==> config.mk <==
export PLATFORM = sky130hd
export DESIGN_NAME = ternary_prog_loader
export DESIGN_NICKNAME = d
export VERILOG_FILES = /design/src/rtl/ternary_prog_loader.sv
export SDC_FILE = /design/constraint.sdc
export NUM_CORES = 1
export LEC_CHECK = 0
export ABC_CLOCK_PERIOD_IN_PS = 2800
export BUFFER_PORTS_ARGS = -buffer_cell sky130_fd_sc_hd__buf_4
export CAP_MARGIN = 0
export CORE_MARGIN = 1.5
export CORE_UTILIZATION = 60
export CTS_BUF_LIST = sky130_fd_sc_hd__clkbuf_8
export DETAILED_ROUTE_END_ITERATION = 7
export GPL_TIMING_DRIVEN = 0
export PLACE_DENSITY = 0.84
export SKIP_CTS_REPAIR_TIMING = 1
export SYNTH_ARGS = -nofsm -noshare
export SYNTH_HDL_FRONTEND = slang
export SYNTH_SLANG_ARGS = --single-unit
==> constraint.sdc <==
create_clock -name clk -period 2.8 [get_ports clk]
set_input_delay 0.14 -clock clk [delete_from_list [all_inputs] [get_ports clk]]
set_output_delay 0.14 -clock clk [all_outputs]
set_load 0.005 [all_outputs]
==> src/rtl/ternary_prog_loader.sv <==
// ternary_prog_loader
//   Byte-stream loader for the ternary CPU instruction memory. Parses frames
//   of the form  A5, LEN, LEN x {LO, HI}, CHK  and writes each 9-bit word
//   {HI[0], LO} to consecutive addresses starting at 0. CHK is the XOR of LEN
//   and every LO/HI byte. While a frame is in flight the CPU is held
//   (cpu_run=0). It is released only when the checksum of the frame matches.
//
// Ports
//   clk, rst_n      system clock, asynchronous active-low reset
//   rx_data/valid   upstream byte source
//   rx_ready        byte accepted when rx_valid && rx_ready at posedge clk
//   prog_mode       high from magic accept until the frame ends (DONE/ERROR)
//   prog_addr/data  instruction-memory write address / word
//   prog_we         one-cycle write strobe
//   cpu_run         CPU execution permit
//   load_done       sticky: last frame loaded with a good checksum
//   load_error      sticky: last frame aborted (length/format/checksum/timeout)
//   words_loaded    words written in the current or last frame
module ternary_prog_loader #(
  parameter int IMEM_DEPTH     = 243,
  parameter int PROG_DATA_W    = 9,
  parameter int TIMEOUT_CYCLES = 1000000
) (
  input  logic                   clk,
  input  logic                   rst_n,
  input  logic [7:0]             rx_data,
  input  logic                   rx_valid,
  output logic                   rx_ready,
  output logic                   prog_mode,
  output logic [7:0]             prog_addr,
  output logic [PROG_DATA_W-1:0] prog_data,
  output logic                   prog_we,
  output logic                   cpu_run,
  output logic                   load_done,
  output logic                   load_error,
  output logic [7:0]             words_loaded
);

  localparam logic [7:0] MAGIC = 8'hA5;
  localparam int TMO_W = $clog2(TIMEOUT_CYCLES) + 1;
  localparam logic [TMO_W-1:0] TMO_MAX = TMO_W'(TIMEOUT_CYCLES - 1);

  typedef enum logic [2:0] {
    S_IDLE, S_LEN, S_DATA_LO, S_DATA_HI, S_WRITE, S_CHECK, S_DONE, S_ERROR
  } state_t;

  state_t           r_state,      w_state;
  logic             r_prog_mode,  w_prog_mode;
  logic [7:0]       r_prog_addr,  w_prog_addr;
  logic [8:0]       r_prog_data,  w_prog_data;
  logic             r_cpu_run,    w_cpu_run;
  logic             r_load_done,  w_load_done;
  logic             r_load_error, w_load_error;
  logic [7:0]       r_words,      w_words;
  logic [7:0]       r_len,        w_len;
  logic [7:0]       r_chk,        w_chk;
  logic [TMO_W-1:0] r_tmo,        w_tmo;

  logic w_rx_ready;
  logic w_acc;
  logic w_abort;
  logic w_counting;

  // Only the write cycle stalls the byte source; both strobes decode straight
  // from the state register so an async reset kills prog_we at once.
  assign w_rx_ready = (r_state != S_WRITE);
  assign w_acc      = rx_valid & w_rx_ready;
  assign w_counting = (r_state == S_LEN) || (r_state == S_DATA_LO) ||
                      (r_state == S_DATA_HI) || (r_state == S_CHECK);

  always_comb begin
    w_state      = r_state;
    w_prog_mode  = r_prog_mode;
    w_prog_addr  = r_prog_addr;
    w_prog_data  = r_prog_data;
    w_cpu_run    = r_cpu_run;
    w_load_done  = r_load_done;
    w_load_error = r_load_error;
    w_words      = r_words;
    w_len        = r_len;
    w_chk        = r_chk;
    w_tmo        = r_tmo;
    w_abort      = 1'b0;

    case (r_state)
      S_IDLE, S_DONE, S_ERROR: begin
        w_tmo = '0;
        // Non-magic bytes are consumed and dropped.
        if (w_acc && rx_data == MAGIC) begin
          w_state      = S_LEN;
          w_load_done  = 1'b0;
          w_load_error = 1'b0;
          w_words      = 8'd0;
          w_prog_addr  = 8'd0;
          w_prog_mode  = 1'b1;
          w_cpu_run    = 1'b0;
        end
      end
      S_LEN: begin
        if (w_acc) begin
          // Bounding LEN here is what keeps prog_addr inside the memory.
          if (rx_data == 8'd0 || int'(rx_data) > IMEM_DEPTH) begin
            w_abort = 1'b1;
          end else begin
            w_len   = rx_data;
            w_chk   = rx_data;
            w_state = S_DATA_LO;
          end
        end
      end
      S_DATA_LO: begin
        if (w_acc) begin
          w_prog_data[7:0] = rx_data;
          w_chk            = r_chk ^ rx_data;
          w_state          = S_DATA_HI;
        end
      end
      S_DATA_HI: begin
        if (w_acc) begin
          if (rx_data[7:1] != 7'd0) begin
            w_abort = 1'b1;
          end else begin
            w_prog_data[8] = rx_data[0];
            w_chk          = r_chk ^ rx_data;
            w_state        = S_WRITE;
          end
        end
      end
      S_WRITE: begin
        w_prog_addr = r_prog_addr + 8'd1;
        w_words     = r_words + 8'd1;
        w_state     = ((r_words + 8'd1) == r_len) ? S_CHECK : S_DATA_LO;
      end
      S_CHECK: begin
        if (w_acc) begin
          if (rx_data == r_chk) begin
            w_state     = S_DONE;
            w_load_done = 1'b1;
            w_cpu_run   = 1'b1;
            w_prog_mode = 1'b0;
          end else begin
            w_abort = 1'b1;
          end
        end
      end
      default: w_state = S_IDLE;
    endcase

    // Inter-byte watchdog: restarts on every accepted byte, holds in WRITE.
    if (w_counting) begin
      if (w_acc) begin
        w_tmo = '0;
      end else if (r_tmo == TMO_MAX) begin
        w_abort = 1'b1;
      end else begin
        w_tmo = r_tmo + 1'b1;
      end
    end

    // Common abort path; words already written are left in place.
    if (w_abort) begin
      w_state      = S_ERROR;
      w_load_error = 1'b1;
      w_load_done  = 1'b0;
      w_prog_mode  = 1'b0;
      w_cpu_run    = 1'b0;
      w_tmo        = '0;
    end
  end

  always_ff @(posedge clk or negedge rst_n) begin
    if (!rst_n) begin
      r_state      <= S_IDLE;
      r_prog_mode  <= 1'b0;
      r_prog_addr  <= 8'd0;
      r_prog_data  <= 9'd0;
      r_cpu_run    <= 1'b1;
      r_load_done  <= 1'b0;
      r_load_error <= 1'b0;
      r_words      <= 8'd0;
      r_len        <= 8'd0;
      r_chk        <= 8'd0;
      r_tmo        <= '0;
    end else begin
      r_state      <= w_state;
      r_prog_mode  <= w_prog_mode;
      r_prog_addr  <= w_prog_addr;
      r_prog_data  <= w_prog_data;
      r_cpu_run    <= w_cpu_run;
      r_load_done  <= w_load_done;
      r_load_error <= w_load_error;
      r_words      <= w_words;
      r_len        <= w_len;
      r_chk        <= w_chk;
      r_tmo        <= w_tmo;
    end
  end

  assign rx_ready     = w_rx_ready;
  assign prog_we      = (r_state == S_WRITE);
  assign prog_mode    = r_prog_mode;
  assign prog_addr    = r_prog_addr;
  assign prog_data    = PROG_DATA_W'(r_prog_data);
  assign cpu_run      = r_cpu_run;
  assign load_done    = r_load_done;
  assign load_error   = r_load_error;
  assign words_loaded = r_words;

endmodule

==> results_dict.tcl, run 1 <==
set metrics [dict create \
    fin_skew_ps 7.70 \
    peakVddDrop_uv 711 \
    fin_util 0.710 \
    slew_violations 0 \
    via_count 3456 \
    synth_warnings 0 \
    drt_pass1_iterations 5 \
    critPathLaunchType "flip-flop" \
    end_kind "flip-flop" \
    arrival_ps 2890 \
    finalCriticalPeriod_ps 2680 \
    hpwl_um 6310 \
    hold_path_end "r_tmo[0]$_DFF_PN0_" \
    drive_gt1_frac 0.183 \
    yosysMostFrequentCell "dfrtp_1" \
    clock_latency_ps 340 \
    postRouteAntennaNets 0 \
    rr_worst_depth 7 \
    tightest_slew_ps 1170 \
    synth_area_leader_cell "dfrtp_1" \
    grt_pass1_wl_um 15300 \
    ys_seq_elements 69 \
    routed.top_layer "met4" \
    synth_simple_gate_area_share 0.233 \
    tns_ps 0 \
    gp_congestion 0.902 \
    die_y_um 84.1 \
    syn2layout_area_growth_pct 14.1 \
    cellLeakagePower_nw 1.96 \
    wl_met3_um 492 \
    finalPower_mw 4.43 \
    synth_xor_area_frac 0.0688 \
    wirelength_um 9300 \
    r2r_start "r_tmo[10]$_DFF_PN0_" \
    clkTransAtPathRegs_ps 70 \
    synth_edf_count 0 \
    relSlewSlack 0.215 \
    synth_async_sr_flop_share 1.00 \
    cts_htree_levels 3 \
    r2r-end "r_tmo[15]$_DFF_PN0_" \
    crit_buf_inv 1 \
    yosys-top-cells-area "dfrtp_1 (43%), mux2_2 (4.6%), o21ai_0 (4.4%), xor2_1 (4.4%), nand2_1 (3.2%)" \
    antenna_found_initial 0 \
    reg2reg_slack_ps 120 \
    finalHoldViolations 0 \
    diodes 0 \
    syn_inst 419 \
    final_area_um2 4510 \
    clock_sinks 69 \
    syn_nets 433 \
    hold_depth 2 \
    viasPerCell 6.32 \
    cp_slowest_stage_delay_ps 640 \
    clock_tree.buffer_depth 2 \
    rsz0062_at_grt "no" \
    start_util 0.622 \
    synth.avg_cell_area_um2 9.42 \
    grt_pass1_vias 3294 \
    cts_tree "built" \
    route.met2.wl_um 4420 \
    syn-cell-area_um2 3950 \
    synth_top_family_by_area "simple AND/OR/NAND/NOR gates" \
    gr-usage-all-layers 0.270 \
    fmax_mhz 374 \
    drc 0 \
    placed_cell_area_um2 4310 \
    p_per_area_nw_per_um2 983 \
    muxShareOfSynthArea 0.0558 \
    final.period_utilization 0.956 \
    die_w_um 84.1 \
    nets 479 \
    crit_slowest_cell "or4_1" \
    root_buffer "clkbuf_8" \
    setup_violations 0 \
    wl_met1_um 4230 \
    grt_max_degree 70 \
    netlist_top_cells_count "dfrtp_1 (68), o21ai_0 (35), nand2_1 (34), nor2_1 (28)" \
    path_cells "or4_1, nor4_4, and3_1, o21ai_1, a21oi_4, buf_4, nor3_1" \
    rows 29 \
    crit_family "simple AND/OR/NAND/NOR gates" \
    numCtsBuffers 9 \
    globalRouteOverflowTotal 0 \
    synth-adder-area-share 0.00951 \
    ios 42 \
    die-area_um2 7070 \
    synth_top_flop_cell "dfrtp_1" \
    coreArea_um2 6350 \
    outcome "complete, no violations" \
    seq_area_frac_synth 0.438 \
    worstSetupPathType "flip-flop to flip-flop" \
    synthDistinctLibCells 62 \
    holdCritStartpoint "rx_valid" \
    hold_class "primary input to flip-flop" \
    cp_data_required_time_ps 3020 \
    wire_per_inst_um 17.0 \
    dr.first_iter.drc_count 282 \
    critPathMaxFanout 10 \
    fill_cells 459 \
    synth-compound-area-share 0.160 \
    cap_violations 0 \
    netlist.area_leader.share 0.431 \
    port_buffers 35 \
]
==> placed cells by master, fill, tap and decap left out, types with 6 or more instances in the layout <==
cell type  instances
dfrtp_1           68
nand2_1           33
o21ai_0           35
nor3_1            20
nand3_1           18
inv_1             15
buf_4             36
nor2_1            28
clkbuf_1          12
nand4_1           12
o311ai_0           6
xor2_1            20
clkbuf_8          13
a21oi_1           18
mux2_2            16
and3_1            13
a31oi_1            9
xnor2_1           11
==> flip-flops by register name, summed over array words and instances, names as in the netlist <==
| register | cells |
|---|---|
| r_len | 8 |
| r_tmo | 21 |
| words_loaded | 8 |
| prog_mode | 1 |
| r_state | 3 |
| prog_addr | 8 |
| cpu_run | 1 |
| load_error | 1 |
| r_chk | 8 |
| prog_data | 9 |
| load_done | 1 |
==> through the flow <==
step	hold slack, ps	setup slack (ps)	cells
detailed placement	314	147	531
finish	39.4	124	547
global route	44.4	11.1	547
global placement	303	122	531
floorplan	-156	451	419
CTS	-61.1	124	547
==> cells by family after synthesis <==
kind of cell	Yosys count
xor gates and xnor gates	31
and+or+nand+nor	166
buffers and inverters	35
DFF	69
muxes	20
adders and majority gates	3
AOI/OAI and AO/OA	95
==> cell type report <==
type                       count  area (um2)  share of cell area
multi-input combinational    315        2080               0.462
clock inverter                 3        11.3             0.00250
clock buffer                  13         179              0.0397
inverter                      14        52.6              0.0117
timing repair buffer          36         273              0.0605
sequential                    69        1730               0.384
tap                           77        96.3              0.0214
buffer                        20        82.6              0.0183
==> how the worst max path moves through the flow <==
| stage | from | cells past startpoint | end |
|---|---|---|---|
| after floorplan | r_tmo[10]$_DFF_PN0_ | 7 | r_tmo[13]$_DFF_PN0_ |
| after global placement | r_state[1]$_DFFE_PN0P_ | 8 | r_tmo[9]$_DFF_PN0_ |
| after detailed placement | r_state[1]$_DFFE_PN0P_ | 8 | r_tmo[13]$_DFF_PN0_ |
| after CTS | r_tmo[10]$_DFF_PN0_ | 7 | r_tmo[15]$_DFF_PN0_ |
| after global routing | r_tmo[10]$_DFF_PN0_ | 7 | r_tmo[14]$_DFF_PN0_ |
| final | r_tmo[10]$_DFF_PN0_ | 7 | r_tmo[15]$_DFF_PN0_ |
==> power by group <==
| group | internal [mW] | switching (mW) | leakage (nW) |
|---|---|---|---|
| clock | 0.410 | 0.367 | 0.109 |
| combinational | 0.901 | 1.11 | 0.981 |
| sequential | 1.32 | 0.319 | 0.868 |
| total | 2.64 | 1.80 | 1.96 |
==> per-layer routing <==
metal / vias up / GRT usage
met5: - / 0
met3: 17 / 0.0653
met1: 1695 / 0.367
met2: 127 / 0.416
met4: 0 / 0.112
li1: 1617 / -
(Power assumes the default switching activity.)
==> run 2: changes to the inputs <==
--- a/config.mk
+++ b/config.mk
@@ -5,15 +5,15 @@
 export SDC_FILE = /design/constraint.sdc
 export NUM_CORES = 1
 export LEC_CHECK = 0
-export ABC_CLOCK_PERIOD_IN_PS = 2800
+export ABC_CLOCK_PERIOD_IN_PS = 2230
 export BUFFER_PORTS_ARGS = -buffer_cell sky130_fd_sc_hd__buf_4
 export CAP_MARGIN = 0
 export CORE_MARGIN = 1.5
-export CORE_UTILIZATION = 60
+export CORE_UTILIZATION = 55
 export CTS_BUF_LIST = sky130_fd_sc_hd__clkbuf_8
 export DETAILED_ROUTE_END_ITERATION = 7
 export GPL_TIMING_DRIVEN = 0
-export PLACE_DENSITY = 0.84
+export PLACE_DENSITY = 0.81
 export SKIP_CTS_REPAIR_TIMING = 1
 export SYNTH_ARGS = -nofsm -noshare
 export SYNTH_HDL_FRONTEND = slang
==> constraint.sdc (replaced) <==
create_clock -name clk -period 2.23 [get_ports clk]
set_input_delay 0.1115 -clock clk [delete_from_list [all_inputs] [get_ports clk]]
set_output_delay 0.1115 -clock clk [all_outputs]
set_load 0.005 [all_outputs]
==> run 2 against run 1 <==
The flow now finishes with violations (negative setup slack). Clock skew is 1.7 ps higher. Critical path depth is 1 higher. Total power is 37% higher. Cell area is 10% higher. Via count increased by 5.6%. Global-route usage shrank 0.72 points. Sequential cell count unchanged. First-iteration DRC count shrank 11%. Final cell count grew 7.3%. Largest power group unchanged. Highest routed layer unchanged.
==> results_dict.tcl, run 2 (synthesis gave the netlist of run 1 again) <==
set metrics [dict create \
    nets 501 \
    wire_per_inst_um 17.4 \
    postRouteAntennaNets 0 \
    viasPerCell 6.22 \
    final_common_cell "dfrtp_1" \
    clkTransAtPathRegs_ps 70 \
    hpwl_um 6410 \
    grt_pass1_vias 3236 \
    fin_skew_ps 9.40 \
    tightest_slew_ps 872 \
    placed_cell_area_um2 4350 \
    arrival_ps 2690 \
    final_area_um2 4960 \
    fin_util 0.722 \
    clock_sinks 69 \
    die-area_um2 7690 \
    antenna_found_initial 0 \
    die_w_um 87.7 \
    final.period_utilization 1.11 \
    fin_ws_ps -238 \
    outcome "finished, violations left" \
    dr.first_iter.drc_count 250 \
    clock_tree.buffer_depth 2 \
    seq_area_um2 1730 \
    ios 42 \
    whs_ps 13.6 \
    critPathLaunchType "flip-flop" \
    cap_violations 0 \
    finalHoldViolations 0 \
    rsz0062_at_grt "yes" \
    drive_gt1_frac 0.303 \
    root_buffer "clkbuf_8" \
    layout_common_cells "dfrtp_1 (66), buf_4 (51), o21ai_0 (34)" \
    coreArea_um2 6870 \
    critPathMaxFanout 6 \
    grt_max_degree 70 \
    start_util 0.575 \
    wirelength_um 10200 \
    fmax_mhz 405 \
    p_per_area_nw_per_um2 1230 \
    fill_cells 526 \
    gp_congestion 0.890 \
    die_y_um 87.7 \
    setup_violations 21 \
    via_count 3650 \
    gr-usage-all-layers 0.263 \
    slew_violations 0 \
    cts_tree "built" \
    grt_pass1_wl_um 15700 \
    port_buffers 35 \
    numCtsBuffers 9 \
    globalRouteOverflowTotal 0 \
    top_register "r_tmo" \
    diodes 0 \
    syn2layout_area_growth_pct 25.7 \
    clock_latency_ps 350 \
    cellLeakagePower_nw 2.10 \
    violations "negative setup slack" \
    hold_class "primary input to flip-flop" \
    relSlewSlack 0.419 \
    rows 30 \
    cp_data_required_time_ps 2460 \
    largest_reg_flops 21 \
    cts_htree_levels 3 \
    finalCriticalPeriod_ps 2470 \
    peakVddDrop_uv 735 \
    drc 0 \
    multi_input_area_um2 2310 \
    drt_pass1_iterations 5 \
    worstSetupPathType "flip-flop to flip-flop" \
    end_kind "flip-flop" \
]
[run 2: layer usage]
layer	vias up	GRT usage	share of wire	routed length, um
met4	0	0.0996	0.020	206
li1	1665	-	-	-
met3	22	0.0452	0.047	479
met1	1830	0.357	0.43	4430
met2	133	0.421	0.50	5100
met5	-	0	0	0
[run 2: final cells by class]
cell class,instances,area share
multi-input combinational,315,0.466
tap,96,0.0242
sequential,69,0.349
clock inverter,3,0.00252
buffer,20,0.0194
timing repair buffer,58,0.0946
inverter,14,0.0113
clock buffer,12,0.0333
[run 2: metrics by stage]
step,std cells,setup TNS (ps),power (mW),worst slack [ps]
2_1_floorplan,419,0,3.72,21.6
3_3_place_gp,550,-10070,4.48,-404
3_5_place_dp,550,-13360,4.60,-460
4_1_cts,565,-14010,5.54,-455
5_1_grt,587,-4170,6.48,-242
6_report,587,-3840,6.08,-238
[run 2: report_power, final]
| group | internal, mW | total (mW) | switching (mW) |
|---|---|---|---|
| registers | 1.66 | 2.07 | 0.404 |
| clock network | 0.479 | 0.946 | 0.467 |
| logic | 1.42 | 3.07 | 1.64 |
| total | 3.57 | 6.08 | 2.52 |
[run 2: critical path, cell delays in order (launching register included)]
cell and delay [ps]:
dfrtp_1 440, or4_4 600, nor4_4 270, buf_4 180, and3_4 210, o21ai_4 70, a21oi_4 320, buf_6 190
nor3_1 60
[run 2: worst paths after layout]
kind | start | end | slack [ps] | depth (start not counted)
worst max-delay path | r_tmo[12]$_DFF_PN0_ | r_tmo[13]$_DFF_PN0_ | -240 | 8
min in group asynchronous | rst_n | prog_addr[3]$_DFFE_PN0P_ | 410 | 2
worst min-delay path | rx_valid | r_tmo[0]$_DFF_PN0_ | 10 | 2
max in group asynchronous | rst_n | r_tmo[10]$_DFF_PN0_ | 1220 | 2
worst min register to register | load_done$_DFFE_PN0P_ | load_done$_DFFE_PN0P_ | 480 | 1
worst max register to register | r_tmo[12]$_DFF_PN0_ | r_tmo[13]$_DFF_PN0_ | -240 | 8
